[src/rtl/phase_acc.sv]
// phase_acc -- block accumulator for phase_det measurements.
//
// Sums blocks of 2^LOG2_N consecutive i_count samples into one
// TIC_BITS+LOG2_N wide result. The result is presented on a valid/ready
// handshake. The first SKIP_FIRST samples after each enable are discarded.
// A block that completes while the previous result is still unread is
// dropped, and the sticky o_ovf flag is set.
//
// Optional feature macro: PHASE_ACC_MINMAX_EN. When it is defined, the
// module also reports the minimum and maximum sample of the delivered block.
//
// Ports:
//   i_clk        system clock
//   i_rst        synchronous reset, active-high
//   i_en         enable; low returns to idle and discards any partial block
//   i_count      measurement from phase_det
//   i_count_rdy  one-cycle strobe, i_count valid
//   o_sum        block sum, held stable while o_valid and not accepted
//   o_valid      result available
//   i_ready      consumer accepts the result when o_valid & i_ready
//   o_ovf        sticky: at least one completed block was dropped
//   i_ovf_clr    clears o_ovf (a same-cycle set wins)
//   o_blk_cnt    blocks delivered to the output register, wraps
//   o_min/o_max  (PHASE_ACC_MINMAX_EN only) min/max sample of the block
//
// State table:
//   IDLE | disabled; accumulator, sample and skip counters reloaded
//   SKIP | discarding the first SKIP_FIRST samples after enable
//   ACC  | accumulating samples into the current block
module phase_acc #(
    parameter int TIC_BITS   = 9,
    parameter int LOG2_N     = 4,
    parameter int SKIP_FIRST = 1
) (
    input  logic                       i_clk,
    input  logic                       i_rst,
    input  logic                       i_en,
    input  logic [TIC_BITS-1:0]        i_count,
    input  logic                       i_count_rdy,
    output logic [TIC_BITS+LOG2_N-1:0] o_sum,
    output logic                       o_valid,
    input  logic                       i_ready,
    output logic                       o_ovf,
    input  logic                       i_ovf_clr,
    output logic [15:0]                o_blk_cnt
`ifdef PHASE_ACC_MINMAX_EN
    ,
    output logic [TIC_BITS-1:0]        o_min,
    output logic [TIC_BITS-1:0]        o_max
`endif
);

    localparam int SUM_W = TIC_BITS + LOG2_N;

    localparam logic [1:0] ST_IDLE = 2'd0;
    localparam logic [1:0] ST_SKIP = 2'd1;
    localparam logic [1:0] ST_ACC  = 2'd2;

    localparam logic [1:0]        SKIP_INIT = 2'(SKIP_FIRST);
    localparam logic [LOG2_N-1:0] CNT_LAST  = '1;

    logic [1:0]        state;
    logic [SUM_W-1:0]  acc;
    logic [LOG2_N-1:0] smp_cnt;
    logic [1:0]        skip_cnt;

    logic             take;
    logic             blk_last;
    logic             load_ok;
    logic [SUM_W-1:0] sum;

    // A strobe only counts while enabled in ACC. A falling i_en overrides it.
    assign take     = (state == ST_ACC) && i_en && i_count_rdy;
    assign blk_last = take && (smp_cnt == CNT_LAST);
    assign sum      = acc + SUM_W'(i_count);
    // The output register is free if it is empty or is being read this cycle.
    assign load_ok  = !o_valid || i_ready;

    always_ff @(posedge i_clk) begin
        if (i_rst) begin
            state    <= ST_IDLE;
            acc      <= '0;
            smp_cnt  <= '0;
            skip_cnt <= SKIP_INIT;
        end else begin
            case (state)
                ST_IDLE: begin
                    acc      <= '0;
                    smp_cnt  <= '0;
                    skip_cnt <= SKIP_INIT;
                    if (i_en) begin
                        state <= (SKIP_FIRST > 0) ? ST_SKIP : ST_ACC;
                    end
                end
                ST_SKIP: begin
                    if (!i_en) begin
                        state <= ST_IDLE;
                    end else if (i_count_rdy) begin
                        skip_cnt <= skip_cnt - 2'd1;
                        if (skip_cnt == 2'd1) begin
                            state <= ST_ACC;
                        end
                    end
                end
                ST_ACC: begin
                    if (!i_en) begin
                        state <= ST_IDLE;
                    end else if (blk_last) begin
                        // The next block starts on the very next strobe.
                        acc     <= '0;
                        smp_cnt <= '0;
                    end else if (take) begin
                        acc     <= sum;
                        smp_cnt <= smp_cnt + 1'b1;
                    end
                end
                default: state <= ST_IDLE;
            endcase
        end
    end

    always_ff @(posedge i_clk) begin
        if (i_rst) begin
            o_sum     <= '0;
            o_valid   <= 1'b0;
            o_ovf     <= 1'b0;
            o_blk_cnt <= '0;
        end else begin
            if (blk_last && load_ok) begin
                o_sum     <= sum;
                o_valid   <= 1'b1;
                o_blk_cnt <= o_blk_cnt + 16'd1;
            end else if (o_valid && i_ready) begin
                o_valid <= 1'b0;
            end
            // A dropped block wins over a clear in the same cycle.
            o_ovf <= (blk_last && !load_ok) || (o_ovf && !i_ovf_clr);
        end
    end

`ifdef PHASE_ACC_MINMAX_EN
    logic [TIC_BITS-1:0] run_min;
    logic [TIC_BITS-1:0] run_max;
    logic [TIC_BITS-1:0] nxt_min;
    logic [TIC_BITS-1:0] nxt_max;

    assign nxt_min = (i_count < run_min) ? i_count : run_min;
    assign nxt_max = (i_count > run_max) ? i_count : run_max;

    always_ff @(posedge i_clk) begin
        if (i_rst) begin
            run_min <= '1;
            run_max <= '0;
            o_min   <= '0;
            o_max   <= '0;
        end else begin
            if (state != ST_ACC || blk_last) begin
                run_min <= '1;
                run_max <= '0;
            end else if (take) begin
                run_min <= nxt_min;
                run_max <= nxt_max;
            end
            if (blk_last && load_ok) begin
                o_min <= nxt_min;
                o_max <= nxt_max;
            end
        end
    end
`endif

endmodule

[config.mk]
export PLATFORM = sky130hd
export DESIGN_NAME = phase_acc
export DESIGN_NICKNAME = d
export VERILOG_FILES = /design/src/rtl/phase_acc.sv
export SDC_FILE = /design/constraint.sdc
export NUM_CORES = 1
export LEC_CHECK = 0
export CAP_MARGIN = 20
export CORE_MARGIN = 10
export CORE_UTILIZATION = 53
export DETAILED_ROUTE_END_ITERATION = 8
export GPL_TIMING_DRIVEN = 1
export HOLD_SLACK_MARGIN = 0.03
export PLACE_DENSITY_LB_ADDON = 0.05
export SYNTH_ARGS = -nofsm -noshare
export SYNTH_HDL_FRONTEND = slang
export SYNTH_SLANG_ARGS = --single-unit
[constraint.sdc]
create_clock -name i_clk -period 2.2 [get_ports i_clk]
set_input_delay 0.22 -clock i_clk [delete_from_list [all_inputs] [get_ports i_clk]]
set_output_delay 0.22 -clock i_clk [all_outputs]
set_load 0.03 [all_outputs]
==> flow_results.org <==
** Placement
- Summed over all nets, the half-perimeter wirelength after detailed placement is 4678 um.
- Final Wtd Congestion :: 0.8432
- # placed instances :: 435
- During placement, the flow inserted port buffers numbering 45.

** Pwr
- Total leakage power :: 1.272 nW
- Power spread over the standard cell area amounts to 472.0 mW/mm^2.
- Overall power consumption after layout is estimated at 1.602 mW.
- VDD IR-drop max :: 0.0004190 V

** Die
- The floorplan has 25 rows.
- The die is 90.63 um tall.
- For this design the top-level I/O count stands at 46.
- Die span in x :: 90.63 um
- Die footprint :: 0.008213 sq mm
- The initial utilization of the core area, before any placement, comes to 55.24%.
- The core region is 0.004786 sq mm.

** Setup path
- Traced cell by cell, the critical path runs through clkdlybuf4s50_1 > ha_1 > inv_1 > fa_1 > nor2b_1 > o31a_1 > a41oi_1 > xnor2_1 > a21o_1.
- Data arrives at the worst endpoint at 2300 ps.
- At the worst endpoint, the required time is 2410 ps.
- Slowest CP cell :: sky130_fd_sc_hd__clkdlybuf4s50_1
- Maximum single-stage delay on the critical path :: 460 ps
- The critical path in this run is classified as input port to flop.
- Buffering stage count on the worst path with inverters included :: 2
- Cell type group with the largest total delay on the critical path :: compound AO/OA/AOI/OAI gates
- The worst setup path is captured at a flop.
- Maximum net fanout on the critical path :: 4
- Crit path launch type :: input port

** Clock network
- Clock latency reported for the late side of the worst-skew pair :: 300 ps
- TritonCTS created 5 clock buffers.
- Worst-case clock buffer depth :: 2
- After clock tree synthesis, the setup repair step added 0 buffers.
- Clock-pin slew was measured on the worst setup and hold paths at 100 ps.
- Master cell of the clock root buffer :: sky130_fd_sc_hd__clkbuf_8
- Clock tree synthesis found a total of 52 sinks.
- Once the clock tree was built, the resizer swapped 0 gates to a different size.
- CTS built an H-tree with a depth of 2.
- TritonCTS clock tree :: done
- Hold repair after CTS inserted 0 buffers.

** Synth
- Count of unique library cells instantiated by Yosys :: 48
- After synthesis the netlist holds a flip-flop and latch count of 52.
- Async SR Flop Fraction :: 0%
- sky130_fd_sc_hd__dfxtp_1 takes more of the synthesized area than any other cell.
- For this run, the leading register cell type out of synthesis is sky130_fd_sc_hd__dfxtp_1.
- Post-synth design cell area :: 0.002644 sq mm
- Synthesis warning total :: 0
- Post-synthesis area per instance :: 8.340 sq um
- Fraction of post-synthesis cell area in the top cell type by area :: 39.38%
- When the netlist entered floorplanning its net count stood at 345.
- Synth Instances :: 317
- Largest cells by area after synthesis :: sky130_fd_sc_hd__dfxtp_1 39%, sky130_fd_sc_hd__nor2_1 6.4%, sky130_fd_sc_hd__ha_1 5.7%
- For this run, the register share of the synthesized area comes to 39.38%.
- Yosys mapped a number of flops with a built-in enable equal to 0.

** Finish
- Leading cell type in the layout, fill and taps excluded :: sky130_fd_sc_hd__dfxtp_1
- Commonest cells after routing, fill and taps aside :: 52 x sky130_fd_sc_hd__dfxtp_1, 45 x sky130_fd_sc_hd__nor2_1, 45 x sky130_fd_sc_hd__clkdlybuf4s50_1
- Count of antenna diodes in the layout :: 0
- For this run, the number of standard cells in the final layout without fillers is 442.
- Compared with the post-synthesis result, the final layout area differs by 28.35%.
- At the end of the flow, the number of nets in the layout was 403.
- Across the whole layout, storage elements account for 0.001041 sq mm.
- Share of layout cells above drive strength 1 :: 9.600%
- The filler cells instantiated in the layout total 402.
- Summing all multi-input logic gate instances after layout gives 0.001510 sq mm.

** Global routing
- Entering global routing, the biggest net connects 53 pins.
- The initial antenna violation count was 0.
- Global-route usage over all layers :: 15.38%
- For this run the aggregate overflow at the end of global routing stands at 0.
- Wire length of the first global-routing pass :: 10830 um
- Via count of the first global-routing pass :: 2390

** STA
- Setup repair after global routing left no endpoint under its margin.
- After routing, the total negative slack on setup checks comes to 0 ps.
- Number of hold violations in the final report :: 0
- Max Clock Skew :: 8.937 ps
- Counting I/O delays and the setup requirement, the final critical path takes 2091 ps.
- Slew HR :: 72.13%
- The final number of max-transition violations is 0.
- Setup violations, final :: 0
- Peak clock frequency supported by timing :: 0.4783 GHz
- In the finished design, the share of the clock period the worst path needs comes to 95.04%.
- For the pin with the worst max-slew slack, the measured transition is 413.7 ps.

** Flow run
- Number of maximum-capacitance constraint violations :: 0

** Detailed routing
- Dividing the detail-routed via count by the number of cells gives 5.595.
- Drt first pass iters :: 5
- In the routed design, unresolved DRC markers number 0.
- Total via count in the routed design :: 2473
- Mean routed wirelength per cell :: 14.29 um
- DRT Wirelength :: 6317 um
- Detail Route Antenna Nets :: 0
- In this run, the number of DRC markers left after iteration 0 of detailed routing was 126.

** Hold path
- The worst hold path belongs to the class flop to flop.

** Run status
- Run status :: complete, no violations
final cells by class:
type	count	area share (%)
clock buffer	5	2.028
timing repair buffer	70	19.17
inverter	7	0.7743
tap	67	2.471
clock inverter	2	0.3687
multi-input combinational	239	44.51
sequential	52	30.68
synth_stat cells (all sizes together), types with 5 or more instances:
library cell	number
dfxtp	52
nor2	45
nand2	24
a21oi	21
nand3	16
o21ai	16
xor2	15
clkbuf	14
ha	12
nand4	8
a22oi	7
inv	7
nor3	7
nand2b	6
buf	5
xnor2	5
cell families (layout without fill, tap and decap cells):
| group | count (synthesis) | count (layout) | synth area share, % |
|---|---|---|---|
| buf+inv | 26 | 84 | 4.117 |
| fa+ha+maj | 13 | 13 | 6.436 |
| simple gates | 132 | 132 | 24.94 |
| xor+xnor | 20 | 20 | 6.626 |
| flops | 52 | 52 | 39.38 |
| compound gates | 74 | 74 | 18.50 |
per-stage QoR:
| stage | worst slack [ps] | hold WS [ps] | cell area [sq um] | utilization, % |
|---|---|---|---|---|
| 2_1_floorplan | 295.6 | 338.4 | 2644 | - |
| 3_3_place_gp | -110.8 | 444.9 | 3301 | 68.97 |
| 3_5_place_dp | -173.9 | 449.0 | 3301 | 68.97 |
| 4_1_cts | 146.5 | 465.2 | 3382 | 70.67 |
| 5_1_grt | 35.38 | 492.9 | 3393 | 70.90 |
| 6_report | 109.1 | 461.9 | 3393 | 70.90 |
per-layer routing:
metal / vias to the layer above / GRT usage, % / part of all wire (%)
li1: 1251 / - / -
met1: 1152 / 18.62 / 45
met2: 64 / 25.36 / 47
met3: 6 / 5.237 / 7.0
met4: 0 / 3.846 / 0.84
met5: - / 0 / 0
where the power goes:
group | internal, mW | switching (mW)
Sequential | 0.943 | 0.00172
Clock | 0.216 | 0.314
Combinational | 0.0640 | 0.0633
path summary, 6_finish.rpt:
| path | startpoint | endpoint | slack, ps | cells after the start |
|---|---|---|---|---|
| max | i_count[0] | o_sum[8] | 110 | 9 |
| min | o_sum[4] | o_sum[4] | 460 | 2 |
| max reg2reg | acc[0] | o_sum[8] | 130 | 8 |
| min reg2reg | o_sum[4] | o_sum[4] | 460 | 2 |
flip-flops by register name (all words and copies together) (netlist names):
signal / flops
o_ovf: 1
acc: 13
skip_cnt: 2
smp_cnt: 4
state: 2
o_valid: 1
o_sum: 13
o_blk_cnt: 16
worst min-delay path: cells and delay by family, from the launching register on:
family,cells,cell delay (ps)
compound gates,1,50
simple gates,1,50
flops,1,320
No activity file was read; power rests on OpenSTA's default activity.
